**config.mk**
```make
export PLATFORM = sky130hd
export DESIGN_NAME = rr_burst_arb
export DESIGN_NICKNAME = d
export VERILOG_FILES = /design/src/rtl/rr_burst_arb.sv
export SDC_FILE = /design/constraint.sdc
export NUM_CORES = 1
export LEC_CHECK = 0
export BUFFER_PORTS_ARGS = -buffer_cell sky130_fd_sc_hd__buf_2
export CORE_MARGIN = 2
export CORE_UTILIZATION = 63
export DETAILED_ROUTE_END_ITERATION = 10
export PLACE_DENSITY_LB_ADDON = 0.12
export SYNTH_ARGS = -nofsm -noshare
export SYNTH_HDL_FRONTEND = slang
export SYNTH_SLANG_ARGS = --single-unit
```
**constraint.sdc**
```tcl
create_clock -name clk -period 11 [get_ports clk]
set_input_delay 1.1 -clock clk [delete_from_list [all_inputs] [get_ports clk]]
set_output_delay 1.1 -clock clk [all_outputs]
set_load 0.01 [all_outputs]
```
**src/rtl/rr_burst_arb.sv**
```systemverilog
// Round-robin burst arbiter: grants one requester at a time for a multi-beat
// burst, releases on last / drop / beat-count timeout, and re-arbitrates in
// the same edge so back-to-back bursts have no bubble cycle.
module rr_burst_arb #(
    parameter int CNT       = 5,
    parameter int MAX_BEATS = 16
) (
    input  logic                                clk,
    input  logic                                rst_n,
    input  logic [CNT-1:0]                      req,
    input  logic [CNT-1:0]                      last,
    input  logic                                ready,
    output logic [CNT-1:0]                      gnt,
    output logic                                gnt_vld,
    output logic [(CNT > 1 ? $clog2(CNT) : 1)-1:0] gnt_idx,
    output logic                                beat,
    output logic                                err_drop,
    output logic                                err_timeout
);

    localparam int IW = (CNT > 1) ? $clog2(CNT) : 1;
    localparam int BW = (MAX_BEATS > 1) ? $clog2(MAX_BEATS) : 1;
    localparam int PW = 2 ** IW;

    typedef enum logic {IDLE, BUSY} state_t;

    state_t          state;
    logic [IW-1:0]   ptr;
    logic [BW-1:0]   beat_cnt;

    logic [PW-1:0]   req_pad;
    logic [PW-1:0]   last_pad;
    logic            cur_req;
    logic            cur_last;
    logic            at_max;
    logic            drop_ev;
    logic            done_ev;
    logic            to_ev;
    logic            rel;
    logic [IW-1:0]   rel_ptr;
    logic [IW-1:0]   scan_base;
    logic            found;
    logic [IW-1:0]   win;
    logic [CNT-1:0]  win_oh;

    // Release detection for the current grant and the next-pointer value.
    always_comb begin
        int unsigned nxt;
        req_pad             = '0;
        req_pad[CNT-1:0]    = req;
        last_pad            = '0;
        last_pad[CNT-1:0]   = last;
        cur_req             = req_pad[gnt_idx];
        cur_last            = last_pad[gnt_idx];
        beat                = gnt_vld & ready & cur_req;
        at_max              = (beat_cnt == BW'(MAX_BEATS - 1));
        drop_ev             = gnt_vld & ~cur_req;
        done_ev             = beat & cur_last;
        to_ev               = beat & at_max & ~cur_last;
        rel                 = drop_ev | done_ev | to_ev;
        nxt                 = 32'(gnt_idx) + 1;
        if (nxt >= CNT) nxt = 0;
        rel_ptr             = IW'(nxt);
    end

    // Rotating priority scan; on release the scan starts just past the
    // released requester, which therefore sits at lowest priority.
    always_comb begin
        int unsigned sb;
        int unsigned j;
        scan_base = gnt_vld ? rel_ptr : ptr;
        sb        = 32'(scan_base);
        found     = 1'b0;
        win       = '0;
        j         = 0;
        for (int unsigned i = 0; i < CNT; i++) begin
            j = sb + i;
            if (j >= CNT) j = j - CNT;
            if (!found && req_pad[IW'(j)]) begin
                found = 1'b1;
                win   = IW'(j);
            end
        end
        win_oh = CNT'(found) << win;
    end

    // Grant FSM with registered outputs and one-cycle error pulses.
    always_ff @(posedge clk or negedge rst_n) begin
        if (!rst_n) begin
            state       <= IDLE;
            gnt         <= '0;
            gnt_vld     <= 1'b0;
            gnt_idx     <= '0;
            ptr         <= '0;
            beat_cnt    <= '0;
            err_drop    <= 1'b0;
            err_timeout <= 1'b0;
        end else begin
            err_drop    <= 1'b0;
            err_timeout <= 1'b0;
            case (state)
                IDLE: begin
                    if (found) begin
                        state    <= BUSY;
                        gnt      <= win_oh;
                        gnt_vld  <= 1'b1;
                        gnt_idx  <= win;
                        beat_cnt <= '0;
                    end
                end
                BUSY: begin
                    if (rel) begin
                        err_drop    <= drop_ev;
                        err_timeout <= to_ev & ~drop_ev;
                        ptr         <= rel_ptr;
                        beat_cnt    <= '0;
                        if (found) begin
                            gnt     <= win_oh;
                            gnt_idx <= win;
                        end else begin
                            state   <= IDLE;
                            gnt     <= '0;
                            gnt_vld <= 1'b0;
                            gnt_idx <= '0;
                        end
                    end else if (beat) begin
                        beat_cnt <= beat_cnt + 1'b1;
                    end
                end
                default: state <= IDLE;
            endcase
        end
    end

endmodule

```
==> results.sh, run 1 <==
export IMPL_synth_top_area_cell="dfrtp_1"
export IMPL_ios=25
export IMPL_die_area_um2=3740
export IMPL_nets=280
export IMPL_ys_seq_area_share_pct=23.1
export IMPL_max_clock_path_buffers=2
export IMPL_synth_simple_area_share_pct=22.3
export IMPL_port_buffers=24
export IMPL_rsz0062_at_grt="no"
export IMPL_dp_cells=293
export IMPL_cts_made_buffers=3
export IMPL_slew_violations=0
export IMPL_grt_pass1_wl_um=7920
export IMPL_first_global_vias=1663
export IMPL_cp_num_cells=18
export IMPL_crit_fanout=11
export IMPL_die_w_um=61.1
export IMPL_tightest_slew_ps=626
export IMPL_drt_pre_antenna_iters=4
export IMPL_drt_iter0_drc=92
export IMPL_critPathMaxStageDelay_ps=600
export IMPL_outcome="finished, final reports clean"
export IMPL_synth_common_cells="19 x dfrtp_1, 18 x nand2_1, 14 x inv_1"
export IMPL_diodes=0
export IMPL_die_y_um=61.1
export IMPL_leakagePower_nw=1.05
export IMPL_cts_sinks=19
export IMPL_synth_edf_count=0
export IMPL_ys_top_cells_by_area="dfrtp_1 23%, ha_1 7.3%, mux2i_1 4.9%"
export IMPL_avgSynthCellArea_um2=8.87
export IMPL_ant_nets=0
export IMPL_antenna_found_initial=0
export IMPL_reg2regPathDepth=18
export IMPL_fin_cells=297
export IMPL_max_cap_violations=0
export IMPL_routed_wl_um=4900
export IMPL_grt_ovfl_total=0
export IMPL_synth_top_family_by_area="compound AO/OA/AOI/OAI gates"
export IMPL_powerDensity_nw_per_um2=60.3
export IMPL_coreArea_um2=3080
export IMPL_skew_ps=11.5
export IMPL_wl_per_cell_um=16.5
export IMPL_setup_viol=0
export IMPL_finalSetupTns_ps=0
export IMPL_num_vias=1897
export IMPL_fin_crit_sh_pct=47.6
export IMPL_start_util_pct=66.8
export IMPL_async_flop_share_pct=100
export IMPL_drc=0
export IMPL_cp_slowest_cell="dfrtp_1"
export IMPL_ir_drop_uv=62.9
export IMPL_cts_root_buffer_cell="clkbuf_4"
export IMPL_yosys_cell_count_top_type="dfrtp_1"
export IMPL_yosysWarnings=0
export IMPL_grt_max_degree=20
export IMPL_r2r_end="beat_cnt[3]"
export IMPL_yosysTopAreaCellShare_pct=23.1
export IMPL_cp_arrival_ps=5460
export IMPL_synthCells=232
export IMPL_synthMuxAreaShare_pct=11.1
export IMPL_crit_chain="ha_1, a21oi_1, a31o_2, a31o_2, inv_1, fa_1, a21boi_0, mux2i_1, o21ai_0, a211oi_1, a211oi_1, and4b_1, and3_1, ha_1, a21oi_1, nand4_1, xor2_1, nor2_1"
export IMPL_cts_hold_buf=0
export IMPL_hold_class="reg2reg"
export IMPL_timing_fmax_mhz=191
export IMPL_place_hpwl_um=3860
export IMPL_gp_congestion=0.948
export IMPL_ys_types=65
export IMPL_synth_compound_area_share_pct=27.3
export IMPL_drive_above_1_share_pct=19.4
export IMPL_critPathBufInv=1
export IMPL_path_delay_family="compound AO/OA/AOI/OAI gates"
export IMPL_layout_area_overhead_vs_synth_pct=8.03
export IMPL_crit_type="reg2reg"
export IMPL_synthesis_area_um2=2060
export IMPL_ys_dominant_reg_cell="dfrtp_1"
export IMPL_crit_path_start="gnt_idx[0]"
export IMPL_post_cts_resize_count=0
export IMPL_grt_usage_pct=28.3
export IMPL_critPathCapture="beat_cnt[3]"
export IMPL_cts_setup_buffers=0
export IMPL_synth_adder_area_share_pct=8.27
export IMPL_period_minus_slack_ps=5240
export IMPL_syn_nets=258
export IMPL_max_slew_margin_rel_pct=58.3
export IMPL_rrSetupSlack_ps=5760
export IMPL_required_ps=11220
export IMPL_reg2reg_from="gnt_idx[0]"
export IMPL_cts_tree="done"
export IMPL_clk_latency_ps=310
export IMPL_finalHoldViolCount=0
export IMPL_row_count=20
export IMPL_synth_xor_xnor_area_share_pct=2.98
export IMPL_htree_levels=1
export IMPL_crit_path_end_kind="flop"
export IMPL_ys_ff_latch=19
export IMPL_vias_per_cell=6.39
export IMPL_clk_pin_slew_ps=120
export IMPL_start_kind="flop"
-- registers in the layout, indices dropped and copies added, names as in the netlist --
register and cells:
beat_cnt 4, state 1, ptr 3, gnt_vld 1
gnt 5, err_drop 1, gnt_idx 3, err_timeout 1
-- where the power goes --
group | internal (W) | switching, W
clock | 0.0000139 | 0.0000244
sequential | 0.0000710 | 0.00000165
combinational | 0.0000105 | 0.0000125
total | 0.0000954 | 0.0000385
-- cells by family (layout without fill, tap and decap cells) --
kind of cell	count (synthesis)	after routing
simple gates	78	78
compound gates	74	74
buf+inv	23	44
flops	19	19
mux	18	18
fa+ha+maj	13	13
xor+xnor	7	7
-- how the worst min path moves through the flow --
stage / startpoint / to / depth (start not counted)
final: gnt[4] / gnt[4] / 1
after global routing: gnt[4] / gnt[4] / 1
after CTS: gnt[4] / gnt[4] / 1
after detailed placement: gnt[4] / gnt[4] / 1
after global placement: ptr[1] / ptr[1] / 2
after floorplan: ptr[1] / ptr[1] / 2
-- layout make-up --
type / count / area (um^2)
clock buffers: 3 / 22.5
repair buffers: 24 / 120
multi-input cells: 190 / 1480
clock inverters: 1 / 7.51
well taps: 44 / 55.1
inverters: 16 / 61.3
fillers: 262 / 856
flip-flops and latches: 19 / 475
-- layer usage --
metal / vias up / part of all wire [%] / GRT usage [%]
met5: - / 0 / 0
met4: 0 / 0.84 / 4.97
met3: 5 / 4.3 / 2.73
met2: 52 / 46 / 44.1
met1: 911 / 48 / 43.1
li1: 929 / - / -
-- placed cells by master, fill, tap and decap left out, drive strengths merged, types with 6 or more instances in the layout --
cell type,n
inv,15
o21ai,11
ha,12
buf,24
dfrtp,19
mux2i,10
nand3,9
nand2,18
a21oi,9
a211oi,6
nor2,13
nand2b,6
-- through the flow --
stage	power [W]	worst slack, ps	cell area [um^2]	utilization (%)	hold slack [ps]
floorplan	0.0000878	6360	2060	-	442
global placement	0.0000964	6120	2190	71.2	456
detailed placement	0.0000968	5860	2190	71.2	469
CTS	0.000137	5840	2220	72.2	498
global route	0.000140	5280	2220	72.2	512
finish	0.000134	5760	2220	72.2	496
Note: power is estimated with default switching activity, not from simulation.
==> run 2, diff against run 1 <==
--- a/config.mk
+++ b/config.mk
@@ -5,9 +5,10 @@
 export SDC_FILE = /design/constraint.sdc
 export NUM_CORES = 1
 export LEC_CHECK = 0
+export ABC_AREA = 1
 export BUFFER_PORTS_ARGS = -buffer_cell sky130_fd_sc_hd__buf_2
 export CORE_MARGIN = 2
-export CORE_UTILIZATION = 63
+export CORE_UTILIZATION = 59
 export DETAILED_ROUTE_END_ITERATION = 10
 export PLACE_DENSITY_LB_ADDON = 0.12
 export SYNTH_ARGS = -nofsm -noshare
==> constraint.sdc (replaced) <==
create_clock -name clk -period 5.1 [get_ports clk]
set_input_delay 0.51 -clock clk [delete_from_list [all_inputs] [get_ports clk]]
set_output_delay 0.51 -clock clk [all_outputs]
set_load 0.01 [all_outputs]
==> results.sh, run 2 <==
export IMPL_outcome="finished, final reports clean"
export IMPL_synthesis_area_um2=2060
export IMPL_largest_reg_flops=5
export IMPL_num_vias=2204
export IMPL_grt_pass1_wl_um=8890
export IMPL_setup_viol=0
export IMPL_fin_crit_sh_pct=89.5
export IMPL_ant_nets=0
export IMPL_nets=384
export IMPL_crit_type="reg2reg"
export IMPL_pwr_share_seq_pct=57.8
export IMPL_skew_ps=11.2
export IMPL_tightest_slew_ps=521
export IMPL_ys_seq_area_share_pct=23.1
export IMPL_wl_per_cell_um=12.9
export IMPL_first_global_vias=1979
export IMPL_rsz0062_at_grt="no"
export IMPL_intPower_w=0.000192
export IMPL_leakagePower_nw=1.24
export IMPL_crit_fanout=9
export IMPL_cp_arrival_ps=4760
export IMPL_port_buffers=24
export IMPL_crit_path_end_kind="flop"
export IMPL_drt_iter0_drc=238
export IMPL_ir_drop_uv=91.7
export IMPL_yosys_cell_count_top_type="nand2_1"
export IMPL_cts_sinks=19
export IMPL_ys_top_cells_by_area="dfrtp_1 23%, nand2_1 21%, ha_1 7.3%"
export IMPL_finalHoldViolCount=0
export IMPL_htree_levels=1
export IMPL_grt_ovfl_total=0
export IMPL_cts_tree="done"
export IMPL_drc=0
export IMPL_finalSetupTns_ps=0
export IMPL_grt_max_degree=20
export IMPL_critPathMaxStageDelay_ps=510
export IMPL_antenna_found_initial=0
export IMPL_syn_nets=355
export IMPL_switchingPower_w=0.0000690
export IMPL_period_minus_slack_ps=4560
export IMPL_place_hpwl_um=4240
export IMPL_start_util_pct=61.6
export IMPL_layout_area_overhead_vs_synth_pct=10.0
export IMPL_clk_latency_ps=310
export IMPL_hold_class="in2async"
export IMPL_start_kind="flop"
export IMPL_ys_dominant_reg_cell="dfrtp_1"
export IMPL_cts_hold_buf=0
export IMPL_synth_edf_count=0
export IMPL_cp_slowest_cell="dfrtp_1"
export IMPL_fin_ws_ps=538
export IMPL_reg_top3="gnt: 5 flops, beat_cnt: 4 flops"
export IMPL_synth_top_area_cell="dfrtp_1"
export IMPL_place_area_um2=2240
export IMPL_die_w_um=63.0
export IMPL_grt_usage_pct=27.8
export IMPL_powerDensity_nw_per_um2=115
export IMPL_final_common_cell="nand2_1"
export IMPL_diodes=0
export IMPL_drive_above_1_share_pct=16.0
export IMPL_cts_root_buffer_cell="clkbuf_4"
export IMPL_ys_types=30
export IMPL_cts_made_buffers=3
export IMPL_layout_common_cells="117 x nand2_1, 34 x inv_1, 29 x nand3_1, 24 x buf_2, 22 x nor2_1"
export IMPL_p_sw_share_pct=26.5
export IMPL_row_count=21
export IMPL_clk_pin_slew_ps=110
export IMPL_vias_per_cell=5.47
export IMPL_routed_wl_um=5190
export IMPL_max_cap_violations=0
export IMPL_yosysWarnings=0
export IMPL_required_ps=5290
export IMPL_coreArea_um2=3340
export IMPL_async_flop_share_pct=100
export IMPL_nFillCells=322
export IMPL_combPwrFrac_pct=12.2
export IMPL_avgSynthCellArea_um2=6.25
export IMPL_ios=25
export IMPL_stdcell_area_um2=2260
export IMPL_synthCells=329
export IMPL_drt_pre_antenna_iters=4
export IMPL_ys_ff_latch=19
export IMPL_gp_congestion=0.961
export IMPL_die_y_um=63.0
export IMPL_dpl_worst_slack_ps=577
export IMPL_max_slew_margin_rel_pct=65.0
export IMPL_clockPowerShare_pct=30.0
export IMPL_synth_common_cells="117 x nand2_1, 34 x inv_1, 29 x nand3_1"
export IMPL_total_power_w=0.000261
export IMPL_largest_register="gnt"
export IMPL_die_area_um2=3970
export IMPL_yosysTopAreaCellShare_pct=23.1
export IMPL_timing_fmax_mhz=219
export IMPL_max_clock_path_buffers=2
export IMPL_slew_violations=0
run 2: worst max-delay path: cells and delay by family, from the launching register on:
family                     cells  cell delay [ps]
AOI/OAI and AO/OA              4              990
adders and majority gates      4              860
buffers and inverters          6              550
DFF                            1              510
and+or+nand+nor               14             1510
run 2: repair_timing:
action	CTS	global route
endpoints found under the setup margin	0	1
resized for setup	0	1
hold endpoints to repair	0	0
buffers inserted	0	0
run 2: routing by layer:
layer | global-route usage, % | up-vias | wire, um
met5 | 0 | - | 0
met4 | 6.39 | 0 | 61
met3 | 3.24 | 6 | 253
met2 | 44.1 | 53 | 2340
met1 | 40.3 | 1008 | 2530
li1 | - | 1137 | -
run 2: final cells by class:
cell class | count | area (um^2) | share of cell area, %
Tap cell | 46 | 57.6 | 2.54
Multi-Input combinational cell | 268 | 1420 | 62.8
Clock buffer | 4 | 26.3 | 1.16
Sequential cell | 19 | 475 | 21.0
Timing Repair Buffer | 25 | 128 | 5.64
Inverter | 41 | 154 | 6.80
run 2: metrics by stage:
stage          cells  util, %  hold WS [ps]
6_report         403     67.8           118
2_1_floorplan    329        -           214
5_1_grt          403     67.8           152
3_3_place_gp     399     67.0           458
4_1_cts          403     67.8           127
3_5_place_dp     399     67.0           461
run 2: worst paths after layout:
| kind | depth (start not counted) | startpoint | slack (ps) | endpoint |
|---|---|---|---|---|
| hold reg to reg | 2 | gnt[0] | 480 | gnt[0] |
| max in group asynchronous | 1 | rst_n | 4660 | beat_cnt[3] |
| min in group clk | 2 | gnt[0] | 480 | gnt[0] |
| hold / removal | 1 | rst_n | 120 | gnt[0] |
| setup reg to reg | 28 | gnt_idx[0] | 540 | beat_cnt[3] |
| setup / recovery | 28 | gnt_idx[0] | 540 | beat_cnt[3] |
run 2: power groups by stage:
stage	combinational (W)	sequential [W]	clock [W]
after detailed placement	0.0000313	0.000153	0
after global placement	0.0000310	0.000153	0
after global routing	0.0000353	0.000151	0.0000828
after CTS	0.0000314	0.000151	0.0000804
after floorplan	0.0000172	0.000154	0
final	0.0000318	0.000151	0.0000782
run 2: cell families after synthesis:
logic type	share of synthesized area [%]
simple gates	46.9
compound gates	12.8
xor+xnor	1.22
fa+ha+maj	8.28
buf+inv	7.73
flops	23.1
